**src/rtl/exec_writeback_stage.sv**
```systemverilog
// Execute/write-back stage: runs one latched instruction per start, writes the
// ALU result to memory at Dest, or raises a branch request for BEQ/BNE.
module exec_writeback_stage #(
   parameter int DATA_WIDTH = 16,
   parameter int ADDR_WIDTH = 16,
   parameter int OP_WIDTH   = 8
) (
   input  logic                  CLK,
   input  logic                  reset,
   input  logic                  start,
   input  logic [DATA_WIDTH-1:0] a_value,
   input  logic [DATA_WIDTH-1:0] b_value,
   input  logic [ADDR_WIDTH-1:0] dest_value,
   input  logic [OP_WIDTH-1:0]   op_value,
   output logic                  busy,
   output logic                  done,
   output logic                  mem_write,
   output logic [ADDR_WIDTH-1:0] mem_address,
   output logic [DATA_WIDTH-1:0] mem_write_value,
   output logic                  branch_taken,
   output logic [ADDR_WIDTH-1:0] branch_target,
   output logic                  illegal_op,
   output logic                  zero_flag,
   output logic                  carry_flag,
   output logic [1:0]            state_dbg
);

   typedef enum logic [1:0] {IDLE = 2'd0, EXEC = 2'd1, WRITE = 2'd2, DONE = 2'd3} state_t;

   localparam logic [OP_WIDTH-1:0] OP_NOP = 'h00;
   localparam logic [OP_WIDTH-1:0] OP_ADD = 'h01;
   localparam logic [OP_WIDTH-1:0] OP_SUB = 'h02;
   localparam logic [OP_WIDTH-1:0] OP_AND = 'h03;
   localparam logic [OP_WIDTH-1:0] OP_OR  = 'h04;
   localparam logic [OP_WIDTH-1:0] OP_XOR = 'h05;
   localparam logic [OP_WIDTH-1:0] OP_NOT = 'h06;
   localparam logic [OP_WIDTH-1:0] OP_SHL = 'h07;
   localparam logic [OP_WIDTH-1:0] OP_SHR = 'h08;
   localparam logic [OP_WIDTH-1:0] OP_SLT = 'h09;
   localparam logic [OP_WIDTH-1:0] OP_MOV = 'h0A;
   localparam logic [OP_WIDTH-1:0] OP_BEQ = 'h10;
   localparam logic [OP_WIDTH-1:0] OP_BNE = 'h11;

   state_t                state_q, state_d;
   logic [DATA_WIDTH-1:0] a_q, a_d, b_q, b_d;
   logic [ADDR_WIDTH-1:0] dest_q, dest_d;
   logic [OP_WIDTH-1:0]   op_q, op_d;
   logic                  busy_q, busy_d, done_q, done_d;
   logic                  mem_write_q, mem_write_d;
   logic [ADDR_WIDTH-1:0] mem_address_q, mem_address_d;
   logic [DATA_WIDTH-1:0] mem_write_value_q, mem_write_value_d;
   logic                  branch_taken_q, branch_taken_d;
   logic [ADDR_WIDTH-1:0] branch_target_q, branch_target_d;
   logic                  illegal_op_q, illegal_op_d;
   logic                  zero_flag_q, zero_flag_d, carry_flag_q, carry_flag_d;

   logic [DATA_WIDTH:0]   sum_ext;
   logic [DATA_WIDTH-1:0] alu_res;
   logic                  alu_carry, is_alu, is_branch, br_cond, legal;

   // Decode and compute from the latched operands only.
   always_comb begin
      sum_ext   = {1'b0, a_q} + {1'b0, b_q};
      alu_res   = '0;
      alu_carry = carry_flag_q;
      is_alu    = 1'b1;
      is_branch = 1'b0;
      br_cond   = 1'b0;
      legal     = 1'b1;
      case (op_q)
         OP_ADD: begin
            alu_res   = sum_ext[DATA_WIDTH-1:0];
            alu_carry = sum_ext[DATA_WIDTH];
         end
         OP_SUB: begin
            alu_res   = a_q - b_q;
            alu_carry = (a_q < b_q);
         end
         OP_AND: alu_res = a_q & b_q;
         OP_OR:  alu_res = a_q | b_q;
         OP_XOR: alu_res = a_q ^ b_q;
         OP_NOT: alu_res = ~a_q;
         OP_SHL: alu_res = a_q << b_q[3:0];
         OP_SHR: alu_res = a_q >> b_q[3:0];
         OP_SLT: alu_res = {{(DATA_WIDTH-1){1'b0}}, ($signed(a_q) < $signed(b_q))};
         OP_MOV: alu_res = a_q;
         OP_NOP: is_alu = 1'b0;
         OP_BEQ: begin
            is_alu    = 1'b0;
            is_branch = 1'b1;
            br_cond   = (a_q == b_q);
         end
         OP_BNE: begin
            is_alu    = 1'b0;
            is_branch = 1'b1;
            br_cond   = (a_q != b_q);
         end
         default: begin
            is_alu = 1'b0;
            legal  = 1'b0;
         end
      endcase
   end

   // Pulse outputs are produced on the transition into the state that owns them,
   // so they are registered yet line up with WRITE/DONE.
   always_comb begin
      state_d           = state_q;
      a_d               = a_q;
      b_d               = b_q;
      dest_d            = dest_q;
      op_d              = op_q;
      mem_address_d     = mem_address_q;
      mem_write_value_d = mem_write_value_q;
      branch_target_d   = branch_target_q;
      zero_flag_d       = zero_flag_q;
      carry_flag_d      = carry_flag_q;
      mem_write_d       = 1'b0;
      done_d            = 1'b0;
      branch_taken_d    = 1'b0;
      illegal_op_d      = 1'b0;
      case (state_q)
         IDLE: begin
            if (start) begin
               a_d     = a_value;
               b_d     = b_value;
               dest_d  = dest_value;
               op_d    = op_value;
               state_d = EXEC;
            end
         end
         EXEC: begin
            if (is_alu) begin
               zero_flag_d       = (alu_res == '0);
               carry_flag_d      = alu_carry;
               mem_write_d       = 1'b1;
               mem_address_d     = dest_q;
               mem_write_value_d = alu_res;
               state_d           = WRITE;
            end else begin
               done_d       = 1'b1;
               illegal_op_d = ~legal;
               if (is_branch) begin
                  branch_taken_d  = br_cond;
                  branch_target_d = dest_q;
               end
               state_d = DONE;
            end
         end
         WRITE: begin
            done_d  = 1'b1;
            state_d = DONE;
         end
         default: state_d = IDLE;
      endcase
      busy_d = (state_d != IDLE);
   end

   always_ff @(posedge CLK or posedge reset) begin
      if (reset) begin
         state_q           <= IDLE;
         a_q               <= '0;
         b_q               <= '0;
         dest_q            <= '0;
         op_q              <= '0;
         busy_q            <= 1'b0;
         done_q            <= 1'b0;
         mem_write_q       <= 1'b0;
         mem_address_q     <= '0;
         mem_write_value_q <= '0;
         branch_taken_q    <= 1'b0;
         branch_target_q   <= '0;
         illegal_op_q      <= 1'b0;
         zero_flag_q       <= 1'b0;
         carry_flag_q      <= 1'b0;
      end else begin
         state_q           <= state_d;
         a_q               <= a_d;
         b_q               <= b_d;
         dest_q            <= dest_d;
         op_q              <= op_d;
         busy_q            <= busy_d;
         done_q            <= done_d;
         mem_write_q       <= mem_write_d;
         mem_address_q     <= mem_address_d;
         mem_write_value_q <= mem_write_value_d;
         branch_taken_q    <= branch_taken_d;
         branch_target_q   <= branch_target_d;
         illegal_op_q      <= illegal_op_d;
         zero_flag_q       <= zero_flag_d;
         carry_flag_q      <= carry_flag_d;
      end
   end

   assign busy            = busy_q;
   assign done            = done_q;
   assign mem_write       = mem_write_q;
   assign mem_address     = mem_address_q;
   assign mem_write_value = mem_write_value_q;
   assign branch_taken    = branch_taken_q;
   assign branch_target   = branch_target_q;
   assign illegal_op      = illegal_op_q;
   assign zero_flag       = zero_flag_q;
   assign carry_flag      = carry_flag_q;
   assign state_dbg       = state_q;

endmodule

```
**config.mk**
```make
export PLATFORM = sky130hd
export DESIGN_NAME = exec_writeback_stage
export DESIGN_NICKNAME = d
export VERILOG_FILES = /design/src/rtl/exec_writeback_stage.sv
export SDC_FILE = /design/constraint.sdc
export NUM_CORES = 1
export LEC_CHECK = 0
export BUFFER_PORTS_ARGS = -buffer_cell sky130_fd_sc_hd__buf_4
export CAP_MARGIN = 10
export CORE_MARGIN = 2
export CORE_UTILIZATION = 59
export DETAILED_ROUTE_END_ITERATION = 8
export PLACE_DENSITY_LB_ADDON = 0.15
export SETUP_SLACK_MARGIN = 0.1
export SLEW_MARGIN = 20
export SYNTH_ARGS = -nofsm -noshare
export SYNTH_HDL_FRONTEND = slang
export SYNTH_SLANG_ARGS = --single-unit
```
**constraint.sdc**
```tcl
create_clock -name CLK -period 5.45 [get_ports CLK]
set_input_delay 1.09 -clock CLK [delete_from_list [all_inputs] [get_ports CLK]]
set_output_delay 1.09 -clock CLK [all_outputs]
set_load 0.03 [all_outputs]
```
Yosys cells after proc, flatten, opt, wreduce, memory -nomap -nowiden:

Index checks and enable logic that the tools add are counted.

* bits in registers: 113
* input bits: 59
* output and inout bits: 57

* add/subtract/negate cells: 2
* $lt $le $gt $ge: 2
* equality and inequality tests: 16
* shifts and indexed selects: 2
* muxes and demuxes: 18
* bitwise gates (word level): 6
* reduce and logical (&&, ||, !) cells: 12

Operators with widths (number)
* 16-bit case mux with 10 select lines: 1
* 8-bit by 3-bit == test with 1-bit output, second input constant: 4
* 16-bit < comparator: 2
* 8-bit by 4-bit == test with 1-bit output, second input constant: 3
* 16-bit by 16-bit adder with 17-bit output: 1
* 16-bit AND: 1
* 16-bit == test: 1
* 8-bit by 2-bit == test with 1-bit output, second input constant: 2
* 8-bit by 5-bit == test with 1-bit output, second input constant: 2
* 16-bit logical NOT: 1
* 16-bit != test: 1
* 16-bit inverter: 1
* 16-bit bitwise OR: 1
* 16-bit by 4-bit left shift with 16-bit output: 1
* 16-bit by 4-bit right shift with 16-bit output: 1
* 16-bit subtractor: 1
* 16-bit bitwise XOR: 1
* 13-bit OR reduction: 1
* 1-bit two-way mux: 12
* 10-bit OR reduction: 1
* 8-bit by 1-bit == test with 1-bit output, second input constant: 1
* 8-bit logical NOT: 1
* 1-bit case mux with 2 select lines: 3
* 2-bit case mux with 3 select lines: 1
* 9 further kinds: 13

Depth between registers and ports, before layout:

Gate-level depths: netlist of the first run.

* word-level depth: 6
* gate-level depth with buffers: 14
* mapped depth without buffers: 13

Least setup slack after synthesis of the first run:

OpenSTA, ideal clock, no wires.

* path kind: flip-flop to flip-flop
* start point: reg b_q[1]
* end point: reg zero_flag_q (netlist: zero_flag)
* data arrival time: 3.776 ns
* required time: 5.374 ns
* setup slack: 1.598 ns
* stages on the path, launching flop included: 15
* cells stage by stage: dfrtp_1 -> buf_2 -> buf_1 -> buf_1 -> inv_1 -> ha_1 -> o21bai_1 -> a2111oi_0 -> o311ai_0 -> a21oi_1 -> a221o_1 -> a211o_1 -> a311oi_1 -> nand4_1 -> o21ai_1

* longest elaborated chain between the ends: 3
* elaborated cells between the ends (all ways): 10
* those cells by class: 2 x add/sub; 1 x order compare; 2 x shift; 1 x mux; 3 x bitwise; 1 x reduce/logical

Ends and longest elaborated chain
* from (decl): RTL line 45 `logic [DATA_WIDTH-1:0] a_q, a_d, b_q, b_d;`
* from (signal assigned): RTL line 163 `b_q <= '0;`
* from (signal assigned): RTL line 179 `b_q <= b_d;`
* 16-bit subtractor, or another cell as far along: RTL line 76 `alu_res = a_q - b_q;`
* 16-bit case mux with 10 select lines *: RTL line 70 `case (op_q)`
* 16-bit logical NOT *: RTL line 134 `zero_flag_d = (alu_res == '0);`
* to (signal assigned): RTL line 190 `zero_flag_q <= zero_flag_d;`
* to (decl): RTL line 55 `logic zero_flag_q, zero_flag_d, carry_flag_q, carry_flag_d;`

Mark *: on every way between the ends. The rest lies on a longest branch, timed or not.
A chain may end at the register's enable or synchronous reset.

Final worst setup path of the first run:

* start point: reg a_q[1]
* end point: reg zero_flag_q (netlist: zero_flag)

* longest elaborated chain between the ends: 3
* elaborated cells between the ends (all ways): 11
* those cells by class: 2 x add/sub; 1 x order compare; 2 x shift; 1 x mux; 4 x bitwise; 1 x reduce/logical

Ends and longest elaborated chain
* from (decl): RTL line 45
* from (signal assigned): RTL line 162 `a_q <= '0;`
* from (signal assigned): RTL line 178 `a_q <= a_d;`
* 16-bit subtractor, or another cell as far along: RTL line 76
* 16-bit case mux with 10 select lines *: RTL line 70
* 16-bit logical NOT *: RTL line 134

Marks and branches as above.

==> reports/metrics.csv, run 1 <==
stage,metric,value,unit
outcome,outcome,"complete, no violations",
die,start_util,59.8,%
power_and_ir_drop,p_sw,0.00375,W
global_route,grt_use_total,34.4,%
clocking,path_clk_slew,0.06,ns
layout,antenna_cells,0,
sta,post-route-min-period,3.89,ns
placed_design,dp_hpwl,19400,µm
placed_design,dpl_cell_area,0.00954,mm²
placed_design,gp_congestion,1.07,
die,io_pins,116,
logic_synthesis,synth-seq-cells,113,
critical_path,endpoint_kind,register,
sta,setup_violations,0,
clocking,cts_tree,done,
critical_path,crit_chain,inv_1 -> ha_1 -> o21bai_1 -> a2111oi_0 -> o311ai_0 -> a21oi_1 -> a221o_1 -> a211o_1 -> a311oi_1 -> nand4_1 -> o21ai_1,
logic_synthesis,syn_area,0.00862,mm²
sta,fin_skew,0.0245,ns
sta,timing.fmax,257,MHz
power_and_ir_drop,clock_power_share,14.2,%
critical_path,crit_type,register to register,
clocking,cts-hold-fix-buffers,0,
power_and_ir_drop,swShare,50.0,%
die,dieWidth,125,µm
clocking,clkSinkCount,113,
sta,maxSlewViolCount,0,
clocking,cts-buffers-inserted,17,
logic_synthesis,synth-edff-count,0,
die,num_rows,44,
critical_path,cp-start-kind,register,
flow_run,cap_violations,0,
drt,vias_per_cell,6.57,
critical_path,crit_family,compound AO/OA/AOI/OAI gates,
drt,post-route-drc-count,0,
drt,drt_wl_total,26700,µm
logic_synthesis,synth_nets,1053,
placed_design,pre_cts_slack,1.74,ns
sta,final-hold-violation-count,0,
logic_synthesis,syn_inst,936,
global_route,grt_max_degree,81,
power_and_ir_drop,p_int,0.00376,W
power_and_ir_drop,seqPwrFrac,22.9,%
clocking,post_cts_buffers,0,
min_path,hold_path_class,register to register,
logic_synthesis,syn_avg_cell_area,9.21,µm²
power_and_ir_drop,ir_drop,0.000505,V
critical_path,slowest_delay,0.68,ns
clocking,ctsResizeCount,0,
layout,fill_cells,1144,
sta,period_share,71.5,%
drt,vias,7914,
drt,drtAntennaViolNets,0,
logic_synthesis,synth.distinct_cells,73,
sta,worstMarginPinSlew,0.910,ns
global_route,grt_pass1_wl,42000,µm
critical_path,critPathBufInv,1,
global_route,overflow,0,
layout,final_cell_area,0.0101,mm²
sta,rsz0062_at_grt,false,
power_and_ir_drop,p_per_area,743,mW/mm²
drt,drt_iter0_drc,998,
sta,final.setup.worst_slack,1.56,ns
die,die_area,0.0156,mm²
power_and_ir_drop,p_leak,4.64,nW
clocking,cts-root-buf,clkbuf_16,
die,die_h,125,µm
layout,final_nets,1124,
layout,drive_gt1_share,27.5,%
sta,holdWs,0.481,ns
logic_synthesis,synth_flop_cell,dfrtp_1,
drt,post_drt_wl_per_cell,22.2,µm
layout,syn_to_final_growth,17.4,%
placed_design,io_buffers,115,
clocking,htreeDepth,4,
sta,final.setup.tns,0,ns
drt,drt_pass1_iterations,5,
layout,regArea,0.00283,mm²
critical_path,worstPathRequired,5.79,ns
layout,multi_input_area,0.00532,mm²
logic_synthesis,yosys_warnings,0,
sta,relSlewSlack,39.0,%
power_and_ir_drop,p_comb_share,62.9,%
global_route,antenna_found_initial,0,
logic_synthesis,ys_seq_area_share,32.8,%
clocking,clk_path_buf_depth,2,
global_route,grt_pass1_vias,7685,
critical_path,cp_max_fo,13,
clocking,worstSkewPairLatency,0.43,ns
critical_path,arrival,4.24,ns
die,core_area,0.0144,mm²
logic_synthesis,async_flop_share,100,%
critical_path,worst_path_max_delay_cell,o311ai_0,
[per-layer routing]
layer | share of wire, % | global-route usage (%) | wire (µm) | up-vias
met5 | 0 | 0 | 0 | -
met4 | 3.5 | 14.1 | 935 | 0
met3 | 11 | 9.79 | 2980 | 85
met2 | 45 | 52.7 | 12100 | 491
met1 | 40 | 46.4 | 10700 | 3785
li1 | - | - | - | 3553
[layout make-up]
| class | instances | area share, % |
|---|---|---|
| Multi-Input combinational cell | 694 | 52.6 |
| Sequential cell | 113 | 27.9 |
| Timing Repair Buffer | 129 | 9.57 |
| Clock buffer | 18 | 4.34 |
| Tap cell | 184 | 2.28 |
| Inverter | 52 | 1.98 |
| Clock inverter | 14 | 1.31 |
[synth_stat cells (19+ instances only)]
library cell | instances | share of area, %
ha_1 | 56 | 8.1
nor2_1 | 53 | 2.3
inv_1 | 50 | 2.2
dfrtp_1 | 113 | 33
a21oi_1 | 43 | 2.5
o21ai_0 | 44 | 2.6
clkbuf_1 | 67 | 2.9
mux2_2 | 80 | 10
nand2_1 | 109 | 4.7
mux4_2 | 23 | 6.0
mux2i_1 | 19 | 2.2
[kinds of logic after synthesis]
| family | share of synthesized area (%) |
|---|---|
| and+or+nand+nor | 15.9 |
| adders and majority gates | 8.59 |
| muxes | 18.7 |
| DFF | 32.8 |
| buffers and inverters | 5.66 |
| AOI/OAI and AO/OA | 17.6 |
| xor gates and xnor gates | 0.813 |
[worst paths after layout]
path                                              from  slack, ns                              to  depth (start not counted)
max reg2reg                         a_q[1]$_DFFE_PP0P_       1.56           zero_flag$_DFFE_PP0P_                         11
min reg2reg                mem_address[15]$_DFFE_PP0P_       0.48     mem_address[15]$_DFFE_PP0P_                          2
min in group asynchronous                        reset       0.80      mem_address[9]$_DFFE_PP0P_                          2
max in group asynchronous                        reset       3.71  mem_write_value[6]$_DFFE_PP0P_                          3
max                                 a_q[1]$_DFFE_PP0P_       1.56           zero_flag$_DFFE_PP0P_                         11
min                        mem_address[15]$_DFFE_PP0P_       0.48     mem_address[15]$_DFFE_PP0P_                          2
[layout by cell type, fill, tap and decap left out, types with 5 or more instances in the layout]
cell / Yosys / layout
nand2_1: 109 / 108
a211oi_1: 18 / 18
xnor2_1: 7 / 7
mux4_2: 23 / 23
ha_1: 56 / 56
o22ai_1: 11 / 11
a21o_1: 6 / 6
mux2i_1: 19 / 19
nand4_1: 12 / 12
nor3_1: 18 / 18
nor4_1: 11 / 9
nor2_1: 53 / 53
mux2_2: 80 / 80
o221ai_1: 5 / 5
clkinv_4: 0 / 5
o31ai_1: 11 / 11
or3_1: 5 / 5
inv_1: 50 / 49
o21ai_0: 44 / 44
and3_1: 8 / 8
nand3_1: 17 / 17
nor2b_1: 15 / 15
buf_4: 0 / 129
dfrtp_1: 113 / 113
clkbuf_16: 0 / 17
a21oi_1: 43 / 43
and2_1: 6 / 6
o211ai_1: 13 / 13
nand2b_1: 9 / 9
a31oi_1: 8 / 8
[power groups by stage]
stage	Clock, W	Sequential, W	Combinational [W]
6_report	0.00107	0.00172	0.00473
5_1_grt	0.00112	0.00177	0.00505
4_1_cts	0.00108	0.00170	0.00459
3_5_place_dp	0	0.00171	0.00456
3_3_place_gp	0	0.00168	0.00454
2_1_floorplan	0	0.00174	0.00318
[worst min-delay path, cell delays in order (launching register included)]
cell,delay (ns)
dfrtp_1,0.34
nand2_1,0.05
nand2_1,0.06
[through the flow]
stage / utilization, % / instances / power, W
6_report: 70.2 / 1204 / 0.00751
5_1_grt: 70.2 / 1204 / 0.00794
4_1_cts: 70.1 / 1204 / 0.00738
3_5_place_dp: 66.2 / 1172 / 0.00627
3_3_place_gp: 66.2 / 1172 / 0.00622
2_1_floorplan: - / 936 / 0.00492
[sequential cells by signal, indices dropped and copies added, names as in the netlist, 2 cells and up]
name / count
dest_q: 16
op_q: 8
mem_write_value: 16
a_q: 16
b_q: 16
branch_target: 16
state_dbg: 2
mem_address: 16
No activity file was read; power rests on OpenSTA's default activity.
==> run 2: changes to the inputs <==
- ABC_AREA: unset -> 1
- CORE_UTILIZATION: 59 -> 54
- clock period: 5.45 -> 3.4 ns (I/O delays scaled with it)
==> run 2 against run 1 <==
Compared with the run above:
- critical path depth rose by 6
- first-iteration DRC count rose by 8.2%
- setup slack got worse by 1.1 ns
- wire length rose by 17%
- sequential cell count did not move
- highest routed layer unchanged
- largest cell class unchanged
- worst hold slack got worse by 0.058 ns
- global-route usage rose by 2.5 points
- core utilization fell by 5.4 points
- combinational power rose by 29%
- via count rose by 19%
- count of clock-buffer cells in the layout did not move
==> reports/metrics.csv, run 2 <==
stage,metric,value,unit
drt,drt_pass1_iterations,6,
logic_synthesis,synthTopCellsByCount,"393 x nand2_1, 180 x nor2_1, 165 x nand3_1, 142 x inv_1, 113 x dfrtp_1",
clocking,cts_tree,done,
sta,rsz0062_at_grt,false,
sta,period_share,87.9,%
drt,wl_met1,12700,µm
drt,dr_wl_met3,2910,µm
critical_path,crit_type,register to register,
sta,relSlewSlack,35.2,%
drt,drt_iter0_drc,1080,
drt,post-route-drc-count,0,
logic_synthesis,synth.distinct_cells,43,
logic_synthesis,yosys_warnings,0,
layout,final_cells,1673,
drt,drtAntennaViolNets,0,
drt,vias,9407,
global_route,grt_use_total,37.0,%
logic_synthesis,synth-compound-area-share,11.4,%
sta,fin_skew,0.0262,ns
outcome,outcome,"complete, no violations",
layout,postLayoutCoreUtil,64.8,%
layout,layout_common_cells,"392 x nand2_1, 180 x nor2_1, 165 x nand3_1",
critical_path,endpoint_kind,register,
die,io_pins,116,
sta,setup_violations,0,
critical_path,worstPathRequired,3.71,ns
layout,final_nets,1561,
layout,drive_gt1_share,13.5,%
critical_path,reg2reg_from,a_q[13]$_DFFE_PP0P_,
logic_synthesis,yosys.cell_count.top_type,nand2_1,
die,die_area,0.0171,mm²
logic_synthesis,async_flop_share,100,%
min_path,hold_path_class,input pin to asynchronous set/reset pin,
die,start_util,54.9,%
layout,multi_input_area,0.00502,mm²
placed_design,io_buffers,115,
clocking,path_clk_slew,0.06,ns
global_route,grt_pass1_vias,8734,
logic_synthesis,synth_nets,1464,
clocking,cts-buffers-inserted,17,
logic_synthesis,synth-edff-count,0,
power_and_ir_drop,p_leak,5.63,nW
critical_path,rr_endpoint,zero_flag$_DFFE_PP0P_,
power_and_ir_drop,p_per_area,976,mW/mm²
critical_path,reg2reg_depth,17,
global_route,overflow,0,
flow_run,cap_violations,0,
logic_synthesis,yosysTopAreaCell,dfrtp_1,
global_route,grt_pass1_wl,47400,µm
clocking,clkSinkCount,113,
placed_design,dp.cells,1641,
placed_design,dp_hpwl,23400,µm
logic_synthesis,ys_top_cells_by_area,"dfrtp_1 33%, nand2_1 17%, nand3_1 9.5%",
sta,timing.fmax,335,MHz
global_route,grt_max_degree,114,
sta,worstMarginPinSlew,0.970,ns
logic_synthesis,synth-seq-cells,113,
drt,wl_met2,13700,µm
layout,final_common_cell,nand2_1,
sta,maxSlewViolCount,0,
logic_synthesis,yosys.area_share.simple,37.4,%
drt,top_layer_used,met4,
critical_path,cp-start-kind,register,
logic_synthesis,syn_avg_cell_area,6.45,µm²
layout,syn_to_final_growth,18.0,%
logic_synthesis,ys_seq_area_share,32.5,%
logic_synthesis,synth_top_family_by_area,simple AND/OR/NAND/NOR gates,
die,num_rows,46,
logic_synthesis,synth_mux_area_share,0.259,%
power_and_ir_drop,ir_drop,0.000575,V
logic_synthesis,synth_flop_cell,dfrtp_1,
sta,final.setup.tns,0,ns
die,dieWidth,131,µm
critical_path,cp_max_fo,9,
critical_path,arrival,3.30,ns
critical_path,rrSetupSlack,0.41,ns
logic_synthesis,synth_fa_ha_area_share,8.52,%
logic_synthesis,syn_area,0.00869,mm²
placed_design,gp_congestion,1.03,
logic_synthesis,synth-xor-area-share,0.101,%
layout,antenna_cells,0,
sta,post-route-min-period,2.99,ns
clocking,cts-root-buf,clkbuf_16,
logic_synthesis,synth.top_cell.area_share,32.5,%
drt,vias_per_cell,5.62,
clocking,worstSkewPairLatency,0.43,ns
global_route,antenna_found_initial,0,
logic_synthesis,syn_inst,1347,
drt,drt_wl_total,31100,µm
die,die_h,131,µm
clocking,clk_path_buf_depth,2,
layout,regArea,0.00283,mm²
clocking,htreeDepth,4,
die,core_area,0.0158,mm²
layout,fill_cells,1501,
sta,final-hold-violation-count,0,
drt,post_drt_wl_per_cell,18.6,µm
[run 2: cell count changes after synthesis, moves of 19 or more]
| cell | before | now |
|---|---|---|
| nand2_1 | 109 | 393 |
| nand3_1 | 17 | 165 |
| nor2_1 | 53 | 180 |
| inv_1 | 50 | 142 |
| mux2_2 | 80 | 2 |
| clkbuf_1 | 67 | 20 |
| a21oi_1 | 43 | 85 |
| o21ai_0 | 44 | 68 |
| mux4_2 | 23 | 0 |
| buf_2 | 3 | 24 |
| mux2i_1 | 19 | 0 |
[run 2: cell families after synthesis]
family,count (synthesis)
AND/OR/NAND/NOR,780
multiplexers,2
AO/OA/AOI/OAI,185
XOR/XNOR,1
adder cells (fa/ha/maj),58
buffers and inverters,208
flip-flops,113
[run 2: critical path, stage by stage (launching register included)]
cell	delay (ns)
dfrtp_1	0.57
inv_1	0.12
ha_1	0.46
clkinv_1	0.32
nand2_1	0.16
inv_1	0.07
nand2_1	0.11
inv_1	0.05
a21oi_1	0.24
nand2_1	0.12
nand2_1	0.07
nand2_1	0.05
nor2_1	0.20
nor2_2	0.07
nand3_1	0.07
nor2_1	0.06
nand3_1	0.08
nand2_1	0.05
[run 2: power by group]
part | switching, W | leakage [nW] | total, W | internal, W
registers | 0.000456 | 1.38 | 0.00223 | 0.00177
logic | 0.00425 | 4.00 | 0.00611 | 0.00186
clock network | 0.000728 | 0.250 | 0.00167 | 0.000938
[run 2: metal layers]
| layer | vias to the layer above | track usage, % |
|---|---|---|
| met5 | - | 0 |
| met4 | 0 | 21.0 |
| met3 | 116 | 7.61 |
| met2 | 514 | 56.5 |
| met1 | 4273 | 48.9 |
| li1 | 4504 | - |
[run 2: what timing repair did]
item	in CTS	in global routing
resized for setup	0	1
setup buffers	0	0
setup endpoints to repair	0	1
hold buffers	0	0
[run 2: layout make-up]
cell class	count	area share [%]
Tap cell	216	2.64
Inverter	155	5.76
Clock buffer	18	4.18
Sequential cell	113	27.6
Timing Repair Buffer	131	9.83
Clock inverter	14	1.02
Multi-Input combinational cell	1026	49.0
[run 2: stage by stage]
step                      hold slack (ns)  setup slack [ns]  cell area, µm²  power [W]
after floorplan                     0.487              1.04            8700    0.00638
after global placement              0.467             0.305            9720    0.00811
after detailed placement            0.470             0.379            9720    0.00814
after CTS                           0.468             0.331           10300    0.00985
after global routing                0.469             0.248           10300     0.0108
final                               0.423             0.412           10300     0.0100
[run 2: how the worst max path moves through the flow]
stage / from / to
final: a_q[13]$_DFFE_PP0P_ / zero_flag$_DFFE_PP0P_
after global routing: a_q[13]$_DFFE_PP0P_ / zero_flag$_DFFE_PP0P_
after CTS: b_q[0]$_DFFE_PP0P_ / zero_flag$_DFFE_PP0P_
after detailed placement: b_q[0]$_DFFE_PP0P_ / zero_flag$_DFFE_PP0P_
after global placement: b_q[0]$_DFFE_PP0P_ / zero_flag$_DFFE_PP0P_
after floorplan: b_q[2]$_DFFE_PP0P_ / zero_flag$_DFFE_PP0P_
